**src/rtl/sys_defs.sv**
```systemverilog
// rtl/sys_defs.sv - shared memory-bus types; XLEN defaults to 32 when not set by the build
`ifndef XLEN
`define XLEN 32
`endif

package sys_defs;

  localparam int MEM_TAG_W    = 4;
  localparam int NUM_MEM_TAGS = 16;

  typedef enum logic [1:0] {
    BUS_NONE  = 2'd0,
    BUS_LOAD  = 2'd1,
    BUS_STORE = 2'd2
  } BUS_COMMAND;

  typedef enum logic {
    OWNER_DCACHE = 1'b0,
    OWNER_ICACHE = 1'b1
  } MEM_OWNER;

  typedef struct packed {
    BUS_COMMAND        command;
    logic [`XLEN-1:0]  addr;
    logic [63:0]       data;
  } MEM_REQ_PACKET;

endpackage

```
**src/rtl/mem_tag_table.sv**
```systemverilog
// rtl/mem_tag_table.sv - owner/valid record per in-flight memory tag, with orphan detection
// Retire is applied before allocate so a tag reused in the same cycle ends valid with its new owner.
module mem_tag_table
  import sys_defs::*;
(
  input  logic                 clock,
  input  logic                 reset,
  input  logic                 alloc_en,
  input  logic [MEM_TAG_W-1:0] alloc_tag,
  input  MEM_OWNER             alloc_owner,
  input  logic [MEM_TAG_W-1:0] lookup_tag,
  output logic                 lookup_hit,
  output MEM_OWNER             lookup_owner,
  output logic                 orphan_tag
);

  logic [NUM_MEM_TAGS-1:0] valid;
  logic [NUM_MEM_TAGS-1:0] owner_ic;
  logic [NUM_MEM_TAGS-1:0] valid_next;
  logic [NUM_MEM_TAGS-1:0] owner_ic_next;
  logic                    lookup_miss;

  always_comb begin
    lookup_hit   = (lookup_tag != '0) && valid[lookup_tag];
    lookup_miss  = (lookup_tag != '0) && !valid[lookup_tag];
    lookup_owner = owner_ic[lookup_tag] ? OWNER_ICACHE : OWNER_DCACHE;
  end

  always_comb begin
    valid_next    = valid;
    owner_ic_next = owner_ic;
    if (lookup_hit) begin
      valid_next[lookup_tag] = 1'b0;
    end
    if (alloc_en && (alloc_tag != '0)) begin
      valid_next[alloc_tag]    = 1'b1;
      owner_ic_next[alloc_tag] = (alloc_owner == OWNER_ICACHE);
    end
  end

  always_ff @(posedge clock or negedge reset) begin
    if (!reset) begin
      valid      <= '0;
      owner_ic   <= '0;
      orphan_tag <= 1'b0;
    end else begin
      valid    <= valid_next;
      owner_ic <= owner_ic_next;
      if (lookup_miss) begin
        orphan_tag <= 1'b1;
      end
    end
  end

endmodule

```
**src/rtl/mem_arbiter.sv**
```systemverilog
// rtl/mem_arbiter.sv - icache/dcache arbiter for the single main-memory port with tag-owner routing
// Optional MEM_ARB_PERF_EN adds saturating grant counters on extra output ports.
module mem_arbiter
  import sys_defs::*;
#(
  parameter int unsigned STARVE_LIMIT           = 4,
  parameter int unsigned ICACHE_MAX_OUTSTANDING = 4
) (
  input  logic               clock,
  input  logic               reset,
  input  logic [1:0]         dcache_command,
  input  logic [`XLEN-1:0]   dcache_addr,
  input  logic [63:0]        dcache_data,
  input  logic [1:0]         icache_command,
  input  logic [`XLEN-1:0]   icache_addr,
  output logic [3:0]         dcache_response,
  output logic [3:0]         icache_response,
  output logic [3:0]         dcache_tag,
  output logic [3:0]         icache_tag,
  output logic [63:0]        mem_data_out,
  output logic [1:0]         proc2mem_command,
  output logic [`XLEN-1:0]   proc2mem_addr,
  output logic [63:0]        proc2mem_data,
  input  logic [3:0]         mem2proc_response,
  input  logic [63:0]        mem2proc_data,
  input  logic [3:0]         mem2proc_tag,
  output logic [3:0]         icache_outstanding,
  output logic               orphan_tag
`ifdef MEM_ARB_PERF_EN
  ,
  output logic [31:0]        perf_dcache_grants,
  output logic [31:0]        perf_icache_grants,
  output logic [31:0]        perf_forced_grants
`endif
);

  localparam logic [3:0] STARVE_LIM4 = 4'(STARVE_LIMIT);

  logic [3:0]    starve_cnt;
  logic          starve_at_limit;
  logic          dc_elig, ic_elig;
  logic          grant_dc, grant_ic;
  logic          dc_accept, ic_accept;
  logic          ic_retire;
  logic          lookup_hit;
  MEM_OWNER      lookup_owner;
  MEM_REQ_PACKET dc_req, ic_req, win_req;

  // Reset gates eligibility so the memory port is idle while reset is held.
  always_comb begin
    starve_at_limit = (starve_cnt == STARVE_LIM4);
    dc_elig  = reset && (dcache_command != BUS_NONE);
    ic_elig  = reset && (icache_command == BUS_LOAD) &&
               (32'(icache_outstanding) < ICACHE_MAX_OUTSTANDING);
    grant_ic = ic_elig && (!dc_elig || starve_at_limit);
    grant_dc = dc_elig && !grant_ic;
  end

  always_comb begin
    dc_req = '{command: BUS_COMMAND'(dcache_command), addr: dcache_addr, data: dcache_data};
    ic_req = '{command: BUS_LOAD, addr: icache_addr, data: 64'd0};
    if (grant_ic) begin
      win_req = ic_req;
    end else if (grant_dc) begin
      win_req = dc_req;
    end else begin
      win_req = '0;
    end
  end

  always_comb begin
    proc2mem_command = win_req.command;
    proc2mem_addr    = win_req.addr;
    proc2mem_data    = win_req.data;
    dcache_response  = grant_dc ? mem2proc_response : 4'd0;
    icache_response  = grant_ic ? mem2proc_response : 4'd0;
    dc_accept        = grant_dc && (mem2proc_response != 4'd0);
    ic_accept        = grant_ic && (mem2proc_response != 4'd0);
    mem_data_out     = mem2proc_data;
    ic_retire        = lookup_hit && (lookup_owner == OWNER_ICACHE);
    icache_tag       = ic_retire ? mem2proc_tag : 4'd0;
    dcache_tag       = (lookup_hit && (lookup_owner == OWNER_DCACHE)) ? mem2proc_tag : 4'd0;
  end

  // Stores complete without a returning tag, so only loads claim a table entry.
  mem_tag_table u_tag_table (
    .clock        (clock),
    .reset        (reset),
    .alloc_en     (ic_accept || (dc_accept && (dcache_command == BUS_LOAD))),
    .alloc_tag    (mem2proc_response),
    .alloc_owner  (grant_ic ? OWNER_ICACHE : OWNER_DCACHE),
    .lookup_tag   (mem2proc_tag),
    .lookup_hit   (lookup_hit),
    .lookup_owner (lookup_owner),
    .orphan_tag   (orphan_tag)
  );

  always_ff @(posedge clock or negedge reset) begin
    if (!reset) begin
      starve_cnt         <= 4'd0;
      icache_outstanding <= 4'd0;
    end else begin
      if (ic_accept) begin
        starve_cnt <= 4'd0;
      end else if (ic_elig && dc_accept && !starve_at_limit) begin
        starve_cnt <= starve_cnt + 4'd1;
      end
      case ({ic_accept, ic_retire})
        2'b10:   icache_outstanding <= icache_outstanding + 4'd1;
        2'b01:   icache_outstanding <= icache_outstanding - 4'd1;
        default: icache_outstanding <= icache_outstanding;
      endcase
    end
  end

`ifdef MEM_ARB_PERF_EN
  always_ff @(posedge clock or negedge reset) begin
    if (!reset) begin
      perf_dcache_grants <= 32'd0;
      perf_icache_grants <= 32'd0;
      perf_forced_grants <= 32'd0;
    end else begin
      if (dc_accept && (perf_dcache_grants != '1)) begin
        perf_dcache_grants <= perf_dcache_grants + 32'd1;
      end
      if (ic_accept && (perf_icache_grants != '1)) begin
        perf_icache_grants <= perf_icache_grants + 32'd1;
      end
      if (ic_accept && dc_elig && starve_at_limit && (perf_forced_grants != '1)) begin
        perf_forced_grants <= perf_forced_grants + 32'd1;
      end
    end
  end
`endif

endmodule

```
**config.mk**
```make
export PLATFORM = sky130hd
export DESIGN_NAME = mem_arbiter
export DESIGN_NICKNAME = d
export VERILOG_FILES = /design/src/rtl/sys_defs.sv /design/src/rtl/mem_tag_table.sv /design/src/rtl/mem_arbiter.sv
export SDC_FILE = /design/constraint.sdc
export NUM_CORES = 1
export LEC_CHECK = 0
export CELL_PAD_IN_SITES_DETAIL_PLACEMENT = 0
export CELL_PAD_IN_SITES_GLOBAL_PLACEMENT = 1
export CORE_AREA = 2 2 152 154
export DETAILED_ROUTE_END_ITERATION = 10
export DIE_AREA = 0 0 154 156
export GPL_TIMING_DRIVEN = 0
export PLACE_DENSITY_LB_ADDON = 0.1
export SYNTH_ARGS = -nofsm -noshare
export SYNTH_HDL_FRONTEND = slang
export SYNTH_SLANG_ARGS = --single-unit
```
**constraint.sdc**
```tcl
create_clock -name clock -period 3.85 [get_ports clock]
set_input_delay 0.385 -clock clock [delete_from_list [all_inputs] [get_ports clock]]
set_output_delay 0.385 -clock clock [all_outputs]
set_load 0.02 [all_outputs]
```
# Word-level counts from Yosys, hierarchy flattened

Cells that the tools add are included.

Bits in registers: 41
Bits in latches: 0
Memory bits (writable): 0
Bits in read-only memories: 0
Input bits: 206
Output and inout bits: 183
Logic and storage cells: 72
Memories kept: 0

$add $sub $neg: 3
Multiply operators: 0
Div/mod/pow operators: 0
Magnitude comparators: 5
Equality and inequality tests: 5
Shifts and indexed selects: 0
Muxes and demuxes: 22
Bitwise gates (word level): 4
Reduce and logical (&&, ||, !) cells: 28

Operator list:

| cell                                                                                 | number |
|---|---|
| 98-bit two-way mux                                                                   | 2 |
| 16-bit two-way mux                                                                   | 2 |
| 4-bit two-way mux                                                                    | 6 |
| 1-bit logical AND                                                                    | 17 |
| 16-bit AND                                                                           | 1 |
| 16-bit bitwise mux                                                                   | 1 |
| 16-bit inverter                                                                      | 1 |
| 16-bit OR                                                                            | 1 |
| 4-bit by 5-bit less-than comparator with 1-bit output (second input constant)        | 2 |
| 4-bit by 1-bit adder with 4-bit output (second input constant)                       | 2 |
| 1-bit binary-select mux with 4-bit select                                            | 2 |
| 1-bit demux with 4-bit select                                                        | 2 |
| 4-bit by 1-bit greater-or-equal comparator with 1-bit output (second input constant) | 2 |
| 4-bit case mux with 2 select lines                                                   | 1 |
| 4-bit nonzero test                                                                   | 2 |
| 2-bit by 1-bit equality test with 1-bit output (second input constant)               | 3 |
| 1-bit two-way mux                                                                    | 6 |
| 2-bit nonzero test                                                                   | 3 |
| 4-bit by 3-bit equality test with 1-bit output (second input constant)               | 1 |
| 1-bit zero test                                                                      | 4 |
| 4-bit by 3-bit less-than comparator with 1-bit output (second input constant)        | 1 |
| 4-bit by 1-bit subtractor with 4-bit output (second input constant)                  | 1 |
| 2-bit equality test (second input constant)                                          | 1 |
| 1-bit logical OR                                                                     | 2 |
| 1-bit inverter                                                                       | 1 |

# Longest topological paths before layout

Gate-level depths: netlist of the first run.

Depth after elaboration: 12
Mapped depth: 16
Gate-level depth less buffers: 14

# Modules after synthesis

From an unflattened synthesis of the first run, not the netlist that was laid out.

Cells, all modules: 393
Area total of the unflattened synthesis: 3580.9 um2

By module, submodules not included:

| module        | times used | cells an instance | area an instance (um2) | sequential area each (um2) |
|---|---|---|---|---|
| mem_arbiter   | 1          | 256               | 1990.7                 | 200.2 |
| mem_tag_table | 1          | 137               | 1590.3                 | 800.8 |

# Worst setup path after synthesis of the first run

OpenSTA, ideal clock, no wires.

Path kind: input-to-reg
Start: input port mem2proc_tag[0]
End: register icache_outstanding[2]
Setup time: 86 ps
Arrival time: 3043 ps
Required time: 3764 ps
Setup slack: 722 ps
Stages on the path: 14
Path buffers: 2
Cells stage by stage: buf_6 > mux4_2 > or2_0 > a32o_2 > and2_4 > ha_1 > buf_2 > xor2_1 > ha_1 > nor2_1 > mux2i_1 > nor2_1 > or3_1 > a32oi_1

Word-level cells in the longest chain between the ends: 6
Elaborated cells between the ends (all ways): 12
Classes of those cells: eq/ne: 2; mux: 6; reduce/logical: 4

RTL lines:

| what                                                                                  | RTL line                                 | source |
|---|---|---|
| start, declared                                                                       | mem_arbiter.sv:26                        | `input logic [3:0] mem2proc_tag,` |
| 1-bit binary-select mux with 4-bit select (on tied branches)                          | mem_tag_table.sv:26, mem_tag_table.sv:24 |  |
| 1-bit two-way mux (on tied branches)                                                  | mem_tag_table.sv:26, mem_tag_table.sv:24 |  |
| 1-bit two-way mux or 1-bit logical AND (tied branches)                                | mem_tag_table.sv:26, mem_tag_table.sv:24 |  |
| 1-bit logical AND (*)                                                                 | mem_arbiter.sv:80                        | `ic_retire = lookup_hit && (lookup_owner == OWNER_ICACHE);` |
| 2-bit by 1-bit equality test with 1-bit output or 2-bit equality test (tied branches) | mem_arbiter.sv:108                       | `case ({ic_accept, ic_retire})` |
| 4-bit case mux with 2 select lines or 2-bit nonzero test (tied branches)              | n/a                                      |  |
| end signal, assigned                                                                  | mem_arbiter.sv:109                       | `2'b10: icache_outstanding <= icache_outstanding + 4'd1;` |
| end signal, assigned                                                                  | mem_arbiter.sv:110                       | `2'b01: icache_outstanding <= icache_outstanding - 4'd1;` |
| end signal, assigned                                                                  | mem_arbiter.sv:111                       | `default: icache_outstanding <= icache_outstanding;` |
| end, declared                                                                         | mem_arbiter.sv:27                        | `output logic [3:0] icache_outstanding,` |

Every way passes the cells marked *; elsewhere a longest branch is shown, timed or not. The select of a mux whose other input is x is not followed.
A chain may end at the register's enable or synchronous reset.

# Final worst setup path of the first run

Start: input port dcache_command[0]
End: output port proc2mem_addr[4]

Word-level cells in the longest chain between the ends: 9

RTL lines:

| what                   | RTL line          | source |
|---|---|---|
| start, declared        | mem_arbiter.sv:11 | `input logic [1:0] dcache_command,` |
| 2-bit nonzero test (*) | mem_arbiter.sv:52 | `dc_elig = reset && (dcache_command != BUS_NONE);` |
| 1-bit logical AND (*)  | mem_arbiter.sv:52 |  |
| 1-bit zero test        | mem_arbiter.sv:55 | `grant_ic = ic_elig && (!dc_elig \|\| starve_at_limit);` |
| 1-bit logical OR       | mem_arbiter.sv:55 |  |
| 1-bit logical AND      | mem_arbiter.sv:55 |  |
| 1-bit zero test        | mem_arbiter.sv:56 | `grant_dc = dc_elig && !grant_ic;` |
| 1-bit logical AND      | mem_arbiter.sv:56 |  |
| 98-bit two-way mux     | mem_arbiter.sv:64 | `end else if (grant_dc) begin` |
| 98-bit two-way mux (*) | mem_arbiter.sv:62 | `if (grant_ic) begin` |
| end, declared          | mem_arbiter.sv:22 | `` output logic [`XLEN-1:0] proc2mem_addr, `` |

Every way passes the cells marked *; elsewhere a longest branch is shown, timed or not.

==> key figures, run 1 <==
Logic synthesis
  • Syn Area/Cell: 7.85 um^2
  • Number of enable flip-flop cells after synthesis: 0
  • Ys async rst share: 100%
  • Register area share after synthesis: between 20 and 30%
  • Syn Nets: approximately 680
  • Main synth FF type: dfrtp_1
  • Mapped Cells: 474
  • Mapped cell area: ~3700 um^2
  • Synthesis Warnings: 0
  • Number of distinct library cells after synthesis: 48
  • Yosys reg bits: 40

Clocking
  • Cts bufs inserted: 5
  • Clock slew at reported path FFs: roughly 0.060 ns
  • H-tree Lvls: 2
  • CTS Sinks: 40
  • CTS tree: done
  • CTS max path bufs: 2
  • Worst skew pair latency: 0.29 ns
  • Post-CTS Setup Bufs: 0
  • Clock root buffer: clkbuf_16

Die
  • # rows: 55
  • Placeable core area: ~22000 um^2
  • Chip width: 154 um
  • Die area: 24000 um^2
  • Ports: 389
  • Die height: 156 um
  • Initial Utilization: about 17%

Worst setup path
  • Crit path required time: 3.46 ns
  • Worst Path Class, Setup: primary input to primary output
  • WP data arrival: approximately 3.2 ns
  • CP Max Fanout: 10
  • Crit end category: primary output
  • Crit start category: primary input

Place
  • Area after DPL: 7300 um^2
  • Dpl cells: 1080
  • Routability cong.: 0.798
  • Port-buffer cells: 320
  • Dpl hpwl: 17200 um

Route
  • DR pass1 iterations: 4
  • Metal-1 WL: 8110 um
  • DRC: 0
  • DR vias: 4389
  • Routed wl met2: 9970 um
  • DRT Wirelength: 19900 um
  • Met3 Routed Length: 1730 um
  • Via density: 4.03
  • Post-DRT Antenna Nets: 0
  • WL per Instance: 18.3 um
  • Highest metal used: met5
  • Initial DRC count: around 150

STA
  • Setup violations, final: 0
  • Final period utilization: 93.0%
  • Fmax: 0.279 GHz
  • Setup TNS: 0 ns
  • Worst-margin pin slew: 0.619 ns
  • Max transition margin: 58.3%
  • Final Hold Vio Count: 0
  • Clock skew: roughly 0.0066 ns
  • Min Tclk post-route: about 3.6 ns
  • Max-slew violations: 0
  • RSZ-0062 raised after global routing: false

Power and ir drop
  • Max IR drop VDD: roughly 0.14 mV
  • Leakage power: 0.00310 uW
  • Cell Pwr Density: 276 nW/um^2

Global routing
  • Initial antenna violation count: 1
  • Global-route usage over all layers: 15.7%
  • Largest net degree at the start of global routing: 41
  • Gr ovfl total: 0
  • Vias in the first global route: ~4500
  • First-pass GRT wire length: 28300 um

Cells and area
  • Fin area: 7500 um^2
  • Fillers: 2347
  • Layout Cells excl Fill: ~1100
  • Area grow syn2layout: 102%
  • Finished Core Util: 33.5%
  • Share of layout cells above drive strength 1: between 10% and 20%
  • NumNets Final: 1011

Run status
  • Status: complete, no violations

Run
  • Max_cap viols: 0

Hold path
  • Hold crit path type: primary input to async pin
routing by layer:
metal,vias to the layer above,GRT usage (%)
met5,-,0
met4,2,1.87
met3,9,5.19
met2,194,27.3
met1,2020,19.4
li1,2164,-
sequential cells by signal, indices dropped and copies added (netlist names):
register and cells:
u_tag_table.owner_ic 16, u_tag_table.valid 15, icache_outstanding 4, starve_cnt 4, u_tag_table.orphan_tag 1
Yosys cell counts (all sizes together) (2+ instances only):
library cell   n  area share, %
mux2i          5            1.3
mux4           6            4.0
nand3          5           0.67
nand2         79            8.0
a21oi          2           0.27
ha             4            1.3
nand2b         6            1.0
o21ai         66            8.9
nor3b          4           0.81
nor2b          2           0.34
mux2          19            5.7
and3           7            1.2
buf           69             14
nand3b         5            1.0
inv            5           0.50
a211o          2           0.47
and2          79             13
or2            5           0.84
clkbuf        25            2.8
xor2           2           0.47
dfrtp         40             27
nor2          18            1.8
kinds of logic after synthesis:
| logic type | after synthesis | synth area share, % |
|---|---|---|
| AOI/OAI and AO/OA | 82 | 12.4 |
| xor gates and xnor gates | 3 | 0.706 |
| adders and majority gates | 4 | 1.34 |
| buffers and inverters | 99 | 17.3 |
| DFF | 40 | 26.9 |
| muxes | 30 | 11.1 |
| and+or+nand+nor | 216 | 30.2 |
worst max-delay path, stage by stage:
cell and delay, ns:
clkdlybuf4s50_1 0.48, o21a_2 0.31, and2_1 0.18, nor3_2 0.38, clkbuf_4 0.33, clkbuf_2 0.26, nand2_1 0.09, o21ai_0 0.09
clkdlybuf4s50_1 0.70
per-stage QoR:
step,total power [uW],hold WS [ns],setup WS [ns]
final,2070,0.0790,0.268
after global routing,2210,0.0961,0.0209
after CTS,2100,0.0959,0.0953
after detailed placement,1600,0.248,-0.842
after global placement,1580,0.437,-2.22
after floorplan,1050,0.0894,0.722
cells in the final DEF, fill, tap and decap left out, drive strengths merged, types with 6 or more instances in the layout:
cell type	count
buf	71
nand2b	6
nor2	18
mux4	6
mux2	19
clkbuf	29
and3	7
dfrtp	40
clkdlybuf4s50	318
o21ai	66
nand2	79
and2	79
layout make-up:
cell class                 count  area, um^2  share of cell area (%)
timing repair buffer         322        3230                    43.0
clock inverter                 2        38.8                   0.517
clock buffer                   6         139                    1.85
multi-input combinational    335        2090                    27.9
tap                          285         357                    4.75
inverter                       5        18.8                   0.250
antenna                        1        2.50                  0.0334
buffer                        92         628                    8.37
sequential                    40        1000                    13.3
final timing paths:
kind                                                      from                                   to  slack [ns]  depth (start not counted)
hold reg to reg            u_tag_table.owner_ic[0]$_DFFE_PN0P_  u_tag_table.owner_ic[0]$_DFFE_PN0P_        0.45                          1
setup reg to reg               u_tag_table.valid[13]$_DFF_PN0_    icache_outstanding[2]$_DFFE_PN0P_        0.65                         13
hold / removal                                           reset       u_tag_table.valid[6]$_DFF_PN0_        0.08                          2
max in group asynchronous                                reset    icache_outstanding[1]$_DFFE_PN0P_        3.07                          2
setup / recovery                             dcache_command[0]                     proc2mem_addr[4]        0.27                          9
min in group clock                             mem2proc_tag[2]   u_tag_table.orphan_tag$_DFFE_PN0P_        0.42                          3
report_power, final:
| group | internal [uW] | switching (uW) | leakage (uW) |
|---|---|---|---|
| clock network | 325 | 170 | 0.0000871 |
| registers | 491 | 55.6 | 0.000532 |
| logic | 543 | 486 | 0.00248 |
| total | 1360 | 712 | 0.00310 |
timing repair:
item | in CTS | in global routing
endpoints found under the setup margin | 68 | 21
gates resized for setup | 11 | 3
hold buffers | 1 | 0
endpoints found under the hold margin | 5 | 0
Note: power is estimated with default switching activity, not from simulation.
==> inputs of run 2 (changes only) <==
==> constraint.sdc (replaced) <==
create_clock -name clock -period 3.8 [get_ports clock]
set_input_delay 0.38 -clock clock [delete_from_list [all_inputs] [get_ports clock]]
set_output_delay 0.38 -clock clock [all_outputs]
set_load 0.02 [all_outputs]
==> run 2 against run 1 <==
Against the previous run:
- register-to-register slack worse by 0.06 ns
- critical path type unchanged
- critical endpoint is now proc2mem_data[62]
- sequential share of layout area about the same
- core utilization up 0.078 points
- first-iteration DRC count grew 3.3%
- count of clock-buffer cells in the layout stayed put
==> key figures, run 2 (synthesis results as in run 1) <==
Clocking
  • CTS Sinks: 40
  • Clock root buffer: clkbuf_16
  • Cts bufs inserted: 5
  • CTS tree: done
  • Worst skew pair latency: 0.28 ns
  • Post-CTS Setup Bufs: 0
  • CTS max path bufs: 2
  • H-tree Lvls: 2
  • Clock slew at reported path FFs: 0.06 ns

STA
  • RSZ-0062 raised after global routing: false
  • Max transition margin: around 55%
  • Fmax: 0.283 GHz
  • Final period utilization: ~93%
  • Final Hold Vio Count: 0
  • Setup violations, final: 0
  • Clock skew: 0.00728 ns
  • Setup TNS: 0 ns
  • Min Tclk post-route: 3.53 ns
  • Max-slew violations: 0
  • Worst-margin pin slew: 0.661 ns

Place
  • Routability cong.: between 0.7 and 0.8
  • Dpl hpwl: about 17000 um
  • Port-buffer cells: 320

Cells and area
  • NumNets Final: 1012
  • Area grow syn2layout: 102%
  • Most frequent cells in the layout: 318 x clkdlybuf4s50_1, 79 x nand2_1, 78 x and2_1
  • Share of layout cells above drive strength 1: 15.2%
  • Biggest regs: u_tag_table.owner_ic (16), u_tag_table.valid (15)
  • Commonest non-fill, non-tap cell in the layout: clkdlybuf4s50_1
  • Largest register by flop count: u_tag_table.owner_ic
  • Max reg flops: 16

Global routing
  • Global-route usage over all layers: approximately 16%
  • Gr ovfl total: 0
  • Largest net degree at the start of global routing: 41
  • Vias in the first global route: 4475
  • First-pass GRT wire length: ~28000 um
  • Initial antenna violation count: 1

Power and ir drop
  • Max IR drop VDD: 0.140 mV
  • Cell Pwr Density: 279 nW/um^2
  • Leakage power: approximately 0.0031 uW
  • Final total power: 2100 uW

Worst setup path
  • WP data arrival: 3.15 ns
  • CP Max Fanout: 10
  • Crit end category: primary output
  • Worst reg2reg startpoint: u_tag_table.valid[13]$_DFF_PN0_
  • Crit start category: primary input
  • Crit path required time: 3.42 ns
  • Crit. Startpoint: dcache_command[0]
  • Worst Path Class, Setup: primary input to primary output

Hold path
  • Hold crit path type: primary input to async pin

Route
  • Via density: 4.04
  • DRT Wirelength: 19900 um
  • WL per Instance: between 15 and 20 um
  • DR vias: 4395
  • DR pass1 iterations: 4
  • Post-DRT Antenna Nets: 0
  • DRC: 0
  • Initial DRC count: between 150 and 200

Run
  • Max_cap viols: 0

Die
  • Placeable core area: 22400 um^2
  • Chip width: roughly 150 um
  • Die height: around 160 um
  • Die area: approximately 24000 um^2
  • Ports: 389
  • Initial Utilization: 16.6%
  • # rows: 55

Run status
  • Status: complete, no violations
## run 2: final cells by class
type	instances	area, um^2
sequential	40	1000
inverter	5	18.8
clock buffer	6	139
clock inverter	2	38.8
timing repair buffer	322	3230
buffer	93	631
antenna	1	2.50
tap	285	357
multi-input combinational	335	2110
fill	2344	14800
## run 2: stage by stage
step                std cells  cell area, um^2  utilization, %  hold slack, ns  setup slack, ns
CTS                      1088             7500            33.5          0.0909           0.0291
global route             1088             7520            33.6          0.0911           0.0231
detailed placement       1080             7300            32.6           0.243           -0.882
floorplan                 474             3720               -          0.0844            0.677
finish                   1089             7520            33.6          0.0769            0.272
global placement         1079             7280            32.6           0.437            -2.26
## run 2: critical path, stage by stage
cell and delay, ns:
clkdlybuf4s50_1 0.54, o21a_2 0.26, and2_1 0.23, nor3_4 0.08, nor2b_2 0.24, clkbuf_2 0.27, clkbuf_1 0.30, and2_1 0.21
clkdlybuf4s50_1 0.63
## run 2: where the power goes
group          leakage [uW]  internal [uW]  switching (uW)
Clock             0.0000871            329             171
Combinational       0.00249            552             496
Sequential         0.000532            498            56.2
Total               0.00311           1380             724
## run 2: repair_timing
item / in CTS / in global routing
endpoints found under the setup margin: 73 / 56
gates resized for setup: 10 / 8
endpoints found under the hold margin: 5 / 0
hold buffers: 1 / 0
## run 2: path summary, 6_finish.rpt
path	cells after the start	slack (ns)	end
setup / recovery	9	0.27	proc2mem_data[62]
max in group asynchronous	2	3.02	icache_outstanding[1]$_DFFE_PN0P_
hold / removal	2	0.08	u_tag_table.valid[6]$_DFF_PN0_
hold reg to reg	1	0.45	u_tag_table.owner_ic[0]$_DFFE_PN0P_
min in group clock	3	0.42	u_tag_table.orphan_tag$_DFFE_PN0P_
setup reg to reg	13	0.59	icache_outstanding[2]$_DFFE_PN0P_
## run 2: routing by layer
metal | vias up | GRT usage [%] | share of wire, %
met5 | - | 0 | 0.065
met4 | 2 | 1.87 | 0.35
met3 | 7 | 5.19 | 8.4
met2 | 186 | 27.3 | 50
met1 | 2033 | 19.4 | 41
li1 | 2167 | - | -
